[config.mk]
export PLATFORM = sky130hd
export DESIGN_NAME = heart_sample_scaler
export DESIGN_NICKNAME = d
export VERILOG_FILES = /design/src/rtl/heart_pkg.sv /design/src/rtl/heart_lzc.sv /design/src/rtl/heart_sample_scaler.sv
export SDC_FILE = /design/constraint.sdc
export NUM_CORES = 1
export LEC_CHECK = 0
export CORE_ASPECT_RATIO = 1.25
export CORE_UTILIZATION = 30
export CTS_BUF_LIST = sky130_fd_sc_hd__clkbuf_4
export CTS_CLUSTER_SIZE = 28
export DETAILED_ROUTE_END_ITERATION = 8
export PLACE_DENSITY_LB_ADDON = 0.1
export SETUP_SLACK_MARGIN = 0.1
export SYNTH_ARGS = -nofsm -noshare
export SYNTH_HDL_FRONTEND = slang
export SYNTH_SLANG_ARGS = --single-unit
[constraint.sdc]
create_clock -name clk -period 12.5 [get_ports clk]
set_input_delay 3.75 -clock clk [delete_from_list [all_inputs] [get_ports clk]]
set_output_delay 3.75 -clock clk [all_outputs]
set_load 0.01 [all_outputs]
[src/rtl/heart_pkg.sv]
// Shared widths and FSM encoding for the heart sample scaler.
package heart_pkg;
    localparam int SAMPLE_W = 32;
    localparam int SPAN_W   = 33;
    localparam int SHIFT_W  = 6;
    localparam int DROP_W   = 16;

    typedef enum logic {ST_CAL, ST_RUN} state_t;
endpackage

[src/rtl/heart_lzc.sv]
// Bit length of a 33-bit span: index of the highest set bit plus one, 0 for zero.
module heart_lzc
    import heart_pkg::*;
(
    input  logic [SPAN_W-1:0]  span,
    output logic [SHIFT_W-1:0] len
);
    always_comb begin
        len = '0;
        for (int i = 0; i < SPAN_W; i++)
            if (span[i]) len = SHIFT_W'(i + 1);
    end
endmodule

[src/rtl/heart_sample_scaler.sv]
// Decimate, window min/max, and auto-scale heart samples to unsigned OUT_W-bit codes.
module heart_sample_scaler
    import heart_pkg::*;
#(
    parameter int DECIM = 4,
    parameter int WIN   = 256,
    parameter int OUT_W = 12
) (
    input  logic                       clk,
    input  logic                       reset,
    input  logic signed [SAMPLE_W-1:0] heart_in,
    input  logic                       heart_valid,
    output logic [OUT_W-1:0]           dout,
    output logic                       dout_valid,
    input  logic                       dout_ready,
    output logic                       cal_done,
    output logic [SHIFT_W-1:0]         shift_out,
    output logic                       overflow,
    output logic [DROP_W-1:0]          drop_cnt
);
    // Counters are 16 bits wide, so DECIM and WIN are limited to 65536.
    localparam logic [15:0] DECIM_LAST = 16'(DECIM - 1);
    localparam logic [15:0] WIN_LAST   = 16'(WIN - 1);
    localparam logic signed [SAMPLE_W-1:0] S_MAX = {1'b0, {(SAMPLE_W-1){1'b1}}};
    localparam logic signed [SAMPLE_W-1:0] S_MIN = {1'b1, {(SAMPLE_W-1){1'b0}}};
    localparam logic [SPAN_W-1:0]  CODE_MAX = SPAN_W'((64'd1 << OUT_W) - 1);
    localparam logic [SHIFT_W-1:0] OUT_W_S  = SHIFT_W'(OUT_W);

    state_t                      state;
    logic [15:0]                 dcnt, wcnt;
    logic signed [SAMPLE_W-1:0]  acc_min, acc_max, ref_min, ref_max;
    logic                        keep, win_end;
    logic signed [SAMPLE_W-1:0]  nxt_min, nxt_max;
    logic [SPAN_W-1:0]           nxt_span;
    logic [SHIFT_W-1:0]          nxt_len, nxt_shift;
    logic                        s1_valid;
    logic signed [SAMPLE_W-1:0]  s1_x;
    logic [SPAN_W-1:0]           diff, scaled;
    logic [OUT_W-1:0]            code;

    assign keep     = heart_valid && (dcnt == DECIM_LAST);
    assign win_end  = keep && (wcnt == WIN_LAST);
    assign nxt_min  = (heart_in < acc_min) ? heart_in : acc_min;
    assign nxt_max  = (heart_in > acc_max) ? heart_in : acc_max;
    assign nxt_span = {nxt_max[SAMPLE_W-1], nxt_max} - {nxt_min[SAMPLE_W-1], nxt_min};

    heart_lzc u_lzc (
        .span (nxt_span),
        .len  (nxt_len)
    );

    assign nxt_shift = (nxt_len > OUT_W_S) ? nxt_len - OUT_W_S : '0;

    // S2 scales against whatever refs are registered now, so a window's
    // final sample is already coded with that window's own refs.
    assign diff   = {s1_x[SAMPLE_W-1], s1_x} - {ref_min[SAMPLE_W-1], ref_min};
    assign scaled = diff >> shift_out;

    always_comb begin
        code = '0;
        if (diff[SPAN_W-1])
            code = '0;
        else if (ref_max == ref_min)
            code = (diff == '0) ? '0 : '1;
        else if (scaled > CODE_MAX)
            code = '1;
        else
            code = scaled[OUT_W-1:0];
    end

    always_ff @(posedge clk) begin
        if (reset) begin
            state      <= ST_CAL;
            dcnt       <= '0;
            wcnt       <= '0;
            acc_min    <= S_MAX;
            acc_max    <= S_MIN;
            ref_min    <= '0;
            ref_max    <= '0;
            shift_out  <= '0;
            cal_done   <= 1'b0;
            s1_valid   <= 1'b0;
            s1_x       <= '0;
            dout       <= '0;
            dout_valid <= 1'b0;
            overflow   <= 1'b0;
            drop_cnt   <= '0;
        end else begin
            s1_valid <= keep && (state == ST_RUN);
            if (keep) s1_x <= heart_in;
            if (heart_valid) dcnt <= (dcnt == DECIM_LAST) ? '0 : dcnt + 1'b1;

            if (keep) begin
                if (win_end) begin
                    wcnt      <= '0;
                    acc_min   <= S_MAX;
                    acc_max   <= S_MIN;
                    ref_min   <= nxt_min;
                    ref_max   <= nxt_max;
                    shift_out <= nxt_shift;
                    cal_done  <= 1'b1;
                    state     <= ST_RUN;
                end else begin
                    wcnt    <= wcnt + 1'b1;
                    acc_min <= nxt_min;
                    acc_max <= nxt_max;
                end
            end

            // An accept frees the slot in the same cycle a new code lands.
            if (s1_valid) begin
                if (!dout_valid || dout_ready) begin
                    dout       <= code;
                    dout_valid <= 1'b1;
                end else begin
                    overflow <= 1'b1;
                    if (drop_cnt != '1) drop_cnt <= drop_cnt + 1'b1;
                end
            end else if (dout_ready) begin
                dout_valid <= 1'b0;
            end
        end
    end
endmodule

Yosys cells after proc, flatten, opt, wreduce, memory -nomap -nowiden --
Cells that the tools add are included.
Cells by class: equal/unequal tests 5, bitwise operators 1, $add $sub $neg 6, mux-type cells 47, reduce and logical (&&, ||, !) cells 12, order comparisons 4, shift-type cells 1
Operator list (count):
- two-way mux 32 bit | 4
- two-way mux 5 bit | 16
- subtractor 32 x 32 -> 33 bit | 2
- adder 16 x 1 -> 16 bit, second input constant | 3
- two-way mux 12 bit | 4
- greater-than comparator 33 x 12 -> 1 bit, second input constant | 1
- zero test 33 bit | 1
- right shift 33 x 6 -> 33 bit | 1
- == test 32 bit | 1
- greater-than comparator 32 bit | 1
- < comparator 32 bit | 1
- two-way mux 16 bit | 2
- two-way mux 4 bit | 8
- two-way mux 6 bit | 3
- == test 16 x 2 -> 1 bit, second input constant | 1
- == test 16 x 8 -> 1 bit, second input constant | 1
- inequality test 16 bit, second input constant | 1
- two-way mux 3 bit | 4
- AND reduction 2 bit | 4
- greater-than comparator 6 x 4 -> 1 bit, second input constant | 1
- subtractor 6 x 4 -> 6 bit, second input constant | 1
- two-way mux 1 bit | 4
- two-way mux 2 bit | 2
- logical AND 1 bit | 3
- 6 further kinds | 6
Word-level totals: bits in registers 230, output and inout bits 37, word-level logic and storage cells 90

Longest topological paths before layout --
Gate-level depths: netlist of run 1.
word-level depth 38, gate-level depth with buffers 32, gate-level depth less buffers 31

Modules after synthesis --
Synthesis of run 1 repeated with hierarchy kept, for this count alone.
Second synthesis, totals: cell total of the unflattened synthesis 2096, area, all modules 16903.7 µm²
By module, submodules not included:
- heart_sample_scaler | cells an instance 2032, times used 1, area each 16557.1 µm²
- heart_lzc | cells an instance 64, times used 1, area each 346.6 µm²

Least setup slack after synthesis of run 1 --
No wires, ideal clock.
path kind input -> register, start point input heart_in[17], end point register shift_out[5], path buffers 1, setup slack 2.538 ns, arrival time 9.902 ns, stages 28, setup time 0.060 ns, cell sequence ha_1 > a21o_1 > a21o_1 > a21o_1 > a21o_1 > a21o_1 > a21o_1 > a21oi_1 > o21bai_1 > nand4bb_1 > o221ai_1 > clkbuf_1 > mux2_2 > ha_1 > a21o_1 > or3_1 > o211ai_2 > a31oi_1 > or4_1 > a32oi_1 > nor3b_1 > and3b_1 > o21ai_0 > a31oi_1 > ha_1 > inv_1 > nor4_1 > a32o_1
Between the ends: elaborated cells on any way between the ends 41
RTL lines:
- from (decl) | RTL line heart_sample_scaler.sv:11 | input logic signed [SAMPLE_W-1:0] heart_in,
- greater-than comparator 32 bit * | RTL line heart_sample_scaler.sv:44 | assign nxt_max = (heart_in > acc_max) ? heart_in : acc_max;
- two-way mux 32 bit * | RTL line heart_sample_scaler.sv:44
- named net nxt_max[4] | RTL line heart_sample_scaler.sv:33 | logic signed [SAMPLE_W-1:0] nxt_min, nxt_max;
- subtractor 32 x 32 -> 33 bit * | RTL line heart_sample_scaler.sv:45 | assign nxt_span = {nxt_max[SAMPLE_W-1], nxt_max} - {nxt_min[SAMPLE_W-1], nxt_min};
- two-way mux 3 bit (3 in series) | RTL line heart_lzc.sv:11 | if (span[i]) len = SHIFT_W'(i + 1);
- two-way mux 4 bit (8 in series) | RTL line heart_lzc.sv:11
- two-way mux 5 bit (16 in series) | RTL line heart_lzc.sv:11
- two-way mux 6 bit | RTL line heart_lzc.sv:11
- two-way mux 6 bit * | RTL line heart_lzc.sv:11
- subtractor 6 x 4 -> 6 bit / greater-than comparator 6 x 4 -> 1 bit (equally long branches) | RTL line heart_sample_scaler.sv:52 | assign nxt_shift = (nxt_len > OUT_W_S) ? nxt_len - OUT_W_S : '0;
- two-way mux 6 bit * | RTL line heart_sample_scaler.sv:52
- to (signal assigned) | RTL line heart_sample_scaler.sv:100 | shift_out <= nxt_shift;
- to (decl) | RTL line heart_sample_scaler.sv:17 | output logic [SHIFT_W-1:0] shift_out,
The timed path passes the listed nets; every way through them passes the cells marked *. A chain may end at the register's enable or synchronous reset.

Final worst setup path of run 1 --
start point input heart_in[1], end point register shift_out[5]
Between the ends: longest elaborated chain between the ends 38, elaborated cells on any way between the ends 41
RTL lines:
- < comparator 32 bit * | RTL line heart_sample_scaler.sv:43 | assign nxt_min = (heart_in < acc_min) ? heart_in : acc_min;
- two-way mux 32 bit * | RTL line heart_sample_scaler.sv:43
- named net nxt_min[0] | RTL line heart_sample_scaler.sv:33
- subtractor 32 x 32 -> 33 bit * | RTL line heart_sample_scaler.sv:45
- two-way mux 1 bit | RTL line heart_lzc.sv:11
- two-way mux 2 bit (2 in series) | RTL line heart_lzc.sv:11
- two-way mux 3 bit (4 in series) | RTL line heart_lzc.sv:11
- two-way mux 4 bit (8 in series) | RTL line heart_lzc.sv:11
- two-way mux 5 bit (16 in series) | RTL line heart_lzc.sv:11
- two-way mux 6 bit | RTL line heart_lzc.sv:11
- two-way mux 6 bit * | RTL line heart_lzc.sv:11
- subtractor 6 x 4 -> 6 bit / greater-than comparator 6 x 4 -> 1 bit (equally long branches) | RTL line heart_sample_scaler.sv:52
- two-way mux 6 bit * | RTL line heart_sample_scaler.sv:52
Marks and branches as above.

==> impl_results.md, run 1 <==
* Final Critical Period at 10.83 ns
* FF-to-FF path depth at 31
* Final ANT Viol Nets at 0
* Gr usage total at a little over a fifth
* Status: complete, no violations
* DP Worst Slack at 0.8489 ns
* Min-delay worst type: flop to flop
* Synth Area in XOR/XNOR at between 5 and 6%
* Post-Synth Adder-Cell Area at 9.295%
* CTS sink cnt at 230
* Post-cts repair resize count at 0
* Top-count cell post-synth: dfxtp_1
* Die height at between 200 and 300 µm
* Simple-Gate Fraction of Synth Area at roughly 20%
* Crit path DAT at 11.61 ns
* Max_slew headroom at 27.78%
* Final WS setup at 1.668 ns
* Vias in the first global route at 17160
* Sequential Power Share at between 30 and 40%
* Reg clk slew, reported paths at 0.06 ns
* Reg2reg end: shift_out[5]
* Yosys warning total at 0
* Worst-skew pair later-pin latency at 0.83 ns
* Ys async rst share at 0%
* Chip width at 221.5 µm
* Post-Syn Nets at approximately 2400
* CTS Root Cell: clkbuf_4
* Drt drc at 0
* CP Launch Type: primary input
* Worst-Margin Slew at around 1.1 ns
* Pwr dens at 99.76 nW/µm²
* Total CTS buffers at 70
* Via-to-Cell Ratio at 5.532
* Post-synth EDFFs at 0
* Num ports at 73
* Hold path cells at 2
* Syn avg cell area at 8.025 µm²
* Levels on crit path at 30
* Critical path origin: heart_in[1]
* Distinct cells, synth at between 90 and 100
* RR Startpoint: acc_max[17]
* Max Buffers Root-to-Sink at 3
* Sw frac at 35.11%
* Max Slew Vio Count at 0
* CP Max Fanout at 13
* WL final at 65540 µm
* Area leader, netlist: dfxtp_1
* Share of the synthesized area in the top cell type at 25.49%
* CORE AREA at about 60000 µm²
* Delay-heaviest family, CP: compound AO/OA/AOI/OAI gates
* TritonCTS clock tree: yes
* Area Growth Syn to Fin at 12.61%
* Setup TNS at 0 ns
* Cells after Synth at 2251
* CP max-delay cell: clkdlybuf4s50_1
* MaxCap Viol Count at 0
* Sw power at between 0.0007 and 0.0008 W
* Final setup vio count at 0
* Crit path top cell by count: a21o_1
* Share of layout cells above drive strength 1 at 9.424%
* Max VDD drop at 0.04443 mV
* Largest family of logic cells by synthesized area: compound AO/OA/AOI/OAI gates
* Req. time, crit path at 13.27 ns
* Pint at 0.001317 W
* Wire per inst at 21.06 µm
* Post-CTS Setup Repair Bufs at 0
* Post-DP HPWL at roughly 51000 µm
* Tot Pwr at 0.002029 W
* Synth Cell Area at 18060 µm²
* Fmax at just over 90 MHz
* Initial Util at a little under a third
* RSZ-0062 raised after global routing: no
* Comb power frac at 27.9%
* Compound-Gate Fraction of Synth Area at 28.12%
* Synth Flop Type: dfxtp_1
* Die area at 61210 µm²
* Final nets at between 2000 and 2500
* Synth top area cells: dfxtp_1 (25%), ha_1 (9.1%), nor2_1 (4.2%)
* Seq cells post-synth at 230
* GPL Wtd Cong at 0.9049
* Largest net degree at the start of global routing at 73
* Initial DRT Pass Iterations at 7
* Global-route wire length before repair at ~100000 µm
* End of the critical path: shift_out[5]
* Hold Violations, Final at 0
* Period utilization at between 80% and 90%
* Fin Clk Skew at about 0.072 ns
* 1st-iter DRT viols at about 1000
* Critical Path Max Stage Delay at a little under 0.7 ns
* Clock share of power at 35.7%
* Cell Rows at 100
* Commonest cells in the netlist: dfxtp_1 (230), nor2_1 (204), nand2_1 (182)
* Reg-to-reg slack, setup at 4.86 ns
* Multiplexer area fraction after synthesis at 6.705%
* Htree depth at 3
* CP Buf/Inv Count at 4
* P_leak at around 9 nW
* Gr ovfl total at 0
* Port Buffer Count at 72
* Endpoint class of the critical path: flop
* CTS Hold Bufs at 0
* Post-synthesis sequential area ratio at 25.49%
* Initial antenna violation count at 2
* Total number of vias at 17215
* Critical path class: primary input to flop
worst min-delay path, delay by kind of cell, from the launching register on:
family | cells | cell delay, ns
DFF | 1 | 0.31
and+or+nand+nor | 1 | 0.05
AOI/OAI and AO/OA | 1 | 0.05
metrics by stage:
step	instance area, µm²	std cells	util, %	hold WS, ns
finish	20340	3112	34.16	0.4570
global route	20340	3111	34.15	0.4769
CTS	20340	3110	34.15	0.4557
detailed placement	19530	2996	32.78	0.4470
global placement	19530	2996	32.78	0.4474
floorplan	18060	2251	-	0.4363
worst min path at each step:
| stage | startpoint | to | slack (ns) |
|---|---|---|---|
| 2_1_floorplan | s1_x[0] | s1_x[0] | 0.44 |
| 3_3_place_gp | s1_x[11] | s1_x[11] | 0.45 |
| 3_5_place_dp | s1_x[0] | s1_x[0] | 0.45 |
| 4_1_cts | s1_x[0] | s1_x[0] | 0.46 |
| 5_1_grt | s1_x[12] | s1_x[12] | 0.48 |
| 6_report | s1_x[17] | s1_x[17] | 0.46 |
sequential cells by signal, indices dropped and copies added, names as in the netlist:
name	cells
state	1
s1_valid	1
ref_max	32
shift_out	6
ref_min	32
dout	12
wcnt	16
s1_x	32
dout_valid	1
overflow	1
acc_max	32
dcnt	16
drop_cnt	16
acc_min	32
layer usage:
layer	wire (µm)	part of all wire [%]	GRT usage [%]
met5	16	0.024	0
met4	3250	5.0	11.25
met3	2066	3.2	2.944
met2	31920	49	37.11
met1	28290	43	24.91
layout by cell type, fill, tap and decap left out, types with 68 or more instances in the layout:
| cell type | n |
|---|---|
| o21ai_0 | 68 |
| nand2_1 | 182 |
| dfxtp_1 | 229 |
| inv_1 | 127 |
| ha_1 | 131 |
| clkbuf_4 | 95 |
| a21oi_1 | 147 |
| xor2_1 | 76 |
| clkdlybuf4s50_1 | 71 |
| a211oi_1 | 70 |
| nor2_1 | 203 |
cell families (layout without fill, tap and decap cells):
group	count (synthesis)	in the layout
compound gates	692	692
xor+xnor	108	108
fa+ha+maj	133	133
buf+inv	251	345
flops	230	230
mux	105	105
other cells	0	2
simple gates	732	732
power groups by stage:
stage | combinational (W) | clock [W] | sequential (W)
5_1_grt | 0.000616 | 0.000799 | 0.000739
3_5_place_dp | 0.000561 | 0 | 0.000756
4_1_cts | 0.000564 | 0.000765 | 0.000739
3_3_place_gp | 0.000564 | 0 | 0.000756
6_report | 0.000566 | 0.000724 | 0.000740
2_1_floorplan | 0.000387 | 0 | 0.000755
final cells by class:
cell class,count,area (µm²)
fillers,6329,39220
inverters,130,488.0
repair buffers,101,935.9
well taps,765,957.2
diodes,2,5.005
multi-input cells,1770,12540
clock buffers,95,713.2
clock inverters,19,98.84
flip-flops and latches,230,4606
Note: power is estimated with default switching activity, not from simulation.
==> run 2: changes to the inputs <==
- GPL_ROUTABILITY_DRIVEN: not set -> 0
==> run 2 against run 1 <==
Net effect: core utilization decreased by 0.17 points; maximum frequency increased by 1.5%; combinational power decreased by 1%; design area decreased by 0.50%; final cell count decreased by 0.39%; highest routed layer is now met4; non-clock buffer count decreased by 6; critical path type unchanged; flip-flop and latch count unchanged; via count about the same; clock power decreased by 3.7%.
==> impl_results.md, run 2 (same netlist as run 1, synthesis figures left out) <==
* Status: complete, no violations
* Endpoint class of the critical path: flop
* Final ANT Viol Nets at 0 (unchanged)
* Post-cts repair resize count at 0 (unchanged)
* Worst-Margin Slew at 1.140 ns (+0.05681 ns)
* MaxCap Viol Count at 0 (unchanged)
* Reg clk slew, reported paths at 0.07 ns (about the same)
* Max Buffers Root-to-Sink at 3 (unchanged)
* Worst-skew pair later-pin latency at 0.82 ns (about the same)
* Pint at 0.001285 W (-2.4%)
* Wire per inst at 20.81 µm (-1.2%)
* Max VDD drop at 0.04650 mV (+4.7%)
* Num ports at 73 (unchanged)
* Commonest non-fill, non-tap cell in the layout: dfxtp_1
* Final Critical Period at 10.68 ns (-0.1550 ns)
* Port Buffer Count at 72 (unchanged)
* Drt drc at 0 (unchanged)
* Met1 Use GR at 25.06% (+0.15 points)
* Gr usage total at 20.92% (-0.26 points)
* 1st-iter DRT viols at 1064 (+4.8%)
* Total CTS buffers at 71 (+1.4%)
* Total number of vias at 17202 (-0.076%)
* CTS Hold Bufs at 0 (unchanged)
* TritonCTS clock tree: yes
* Sw power at 0.0007094 W (-0.43%)
* Tot Pwr at 0.001994 W (-1.7%)
* Chip width at 221.5 µm (unchanged)
* Fin Clk Skew at 0.07152 ns (-0.00005080 ns)
* CP max-delay cell: clkdlybuf4s50_1
* Hold Violations, Final at 0 (unchanged)
* WL final at 64500 µm (-1.6%)
* Critical Path Max Stage Delay at 0.61 ns (-0.07 ns)
* CORE AREA at 59560 µm² (unchanged)
* Setup TNS at 0 ns (unchanged)
* Max Slew Vio Count at 0 (unchanged)
* GRT Max-Usage Layer: met2
* Fmax at 93.66 MHz (+1.5%)
* Largest net degree at the start of global routing at 73 (unchanged)
* Share of layout cells above drive strength 1 at 9.130% (-0.29 points)
* CTS sink cnt at 230 (unchanged)
* CTS Root Cell: clkbuf_4
* Final Hold Slack at 0.4584 ns (+0.001435 ns)
* Req. time, crit path at 13.24 ns (-0.03 ns)
* CP Max Fanout at 29 (+16)
* Cell Rows at 100 (unchanged)
* RSZ-0062 raised after global routing: no
* Fillers at 6312 (-0.27%)
* GR Util met2 at 36.58% (-0.53 points)
* Global-route wire length before repair at 100200 µm (-1.1%)
* Clock share of power at 34.9% (-0.8 points)
* Initial DRT Pass Iterations at 5 (-2)
* Die area at 61210 µm² (unchanged)
* Crit path DAT at 11.42 ns (-0.19 ns)
* Initial antenna violation count at 2 (unchanged)
* P_leak at 8.750 nW (-0.62%)
* GRT met3 Usage at 2.795% (-0.15 points)
* Via-to-Cell Ratio at 5.549 (+0.31%)
* Final nets at 2467 (-0.20%)
* Min-delay worst type: flop to flop
* Vias in the first global route at 17024 (-0.79%)
* Gr ovfl total at 0 (unchanged)
* Comb power frac at 28.0% (about the same)
* Post-DP HPWL at 49340 µm (-3.0%)
* Die height at 276.4 µm (unchanged)
* Pwr dens at 98.53 nW/µm² (-1.2%)
* Max_slew headroom at 24.00% (-3.8 points)
* Crit path top cell by count: a21o_1
* Initial Util at 30.33% (unchanged)
* Post-CTS Setup Repair Bufs at 0 (unchanged)
* Sw frac at 35.57% (+0.46 points)
* Sequential Power Share at 37.1% (+0.7 points)
* Htree depth at 3 (unchanged)
* Final setup vio count at 0 (unchanged)
* CP Launch Type: primary input
* Period utilization at 85.41% (-1.2 points)
* Commonest cells after routing, fill and taps aside: dfxtp_1 (229), nor2_1 (203), nand2_1 (182)
* Critical path class: primary input to flop
* Area Growth Syn to Fin at 12.04%
==> run 2: cell count changes in the layout (fill, tap and decap cells not counted) <==
cell	change
clkbuf_4	-2
buf_4	-6
clkinv_1	-4
bufinv_16	-1
inv_2	+1
==> run 2: cell type report <==
class	count	area, µm²	area share [%]
Clock buffer	93	698.2	3.449
Clock inverter	15	57.56	0.2844
Tap cell	765	957.2	4.729
Timing Repair Buffer	95	890.9	4.401
Multi-Input combinational cell	1770	12540	61.95
Inverter	130	488.0	2.411
Sequential cell	230	4606	22.75
Antenna cell	2	5.005	0.02473
==> run 2: worst paths after layout <==
| check | startpoint | to | slack (ns) | depth (start not counted) |
|---|---|---|---|---|
| hold reg to reg | s1_x[0] | s1_x[0] | 0.46 | 2 |
| setup reg to reg | acc_max[17] | shift_out[5] | 5.01 | 31 |
| setup / recovery | heart_in[17] | shift_out[5] | 1.82 | 31 |
| hold / removal | s1_x[0] | s1_x[0] | 0.46 | 2 |
==> run 2: metal layers <==
metal	vias up	part of all wire, %
met4	0	4.4
met3	151	3.8
met5	-	0
met1	8148	43
met2	418	49
li1	8485	-
==> run 2: power by group through the flow <==
stage / clock (W) / sequential, W / combinational (W)
floorplan: 0 / 0.000755 / 0.000387
global placement: 0 / 0.000756 / 0.000552
global route: 0.000774 / 0.000739 / 0.000609
finish: 0.000697 / 0.000740 / 0.000558
detailed placement: 0 / 0.000756 / 0.000552
CTS: 0.000738 / 0.000739 / 0.000554
==> run 2: metrics by stage <==
step | util (%) | cell area [µm²] | instances | setup slack, ns
after floorplan | - | 18060 | 2251 | 2.538
after global placement | 32.71 | 19480 | 2990 | 1.072
after detailed placement | 32.71 | 19480 | 2990 | 0.9640
after CTS | 33.98 | 20240 | 3098 | 1.887
after global routing | 33.99 | 20240 | 3100 | 1.245
final | 33.99 | 20240 | 3100 | 1.823
==> run 2: critical path: cells and delay by family <==
kind                     cells  cell delay (ns)
multiplexers                 1             0.40
AND/OR/NAND/NOR              3             0.71
AO/OA/AOI/OAI               19             4.26
adder cells (fa/ha/maj)      3             0.90
buffers and inverters        5             1.36
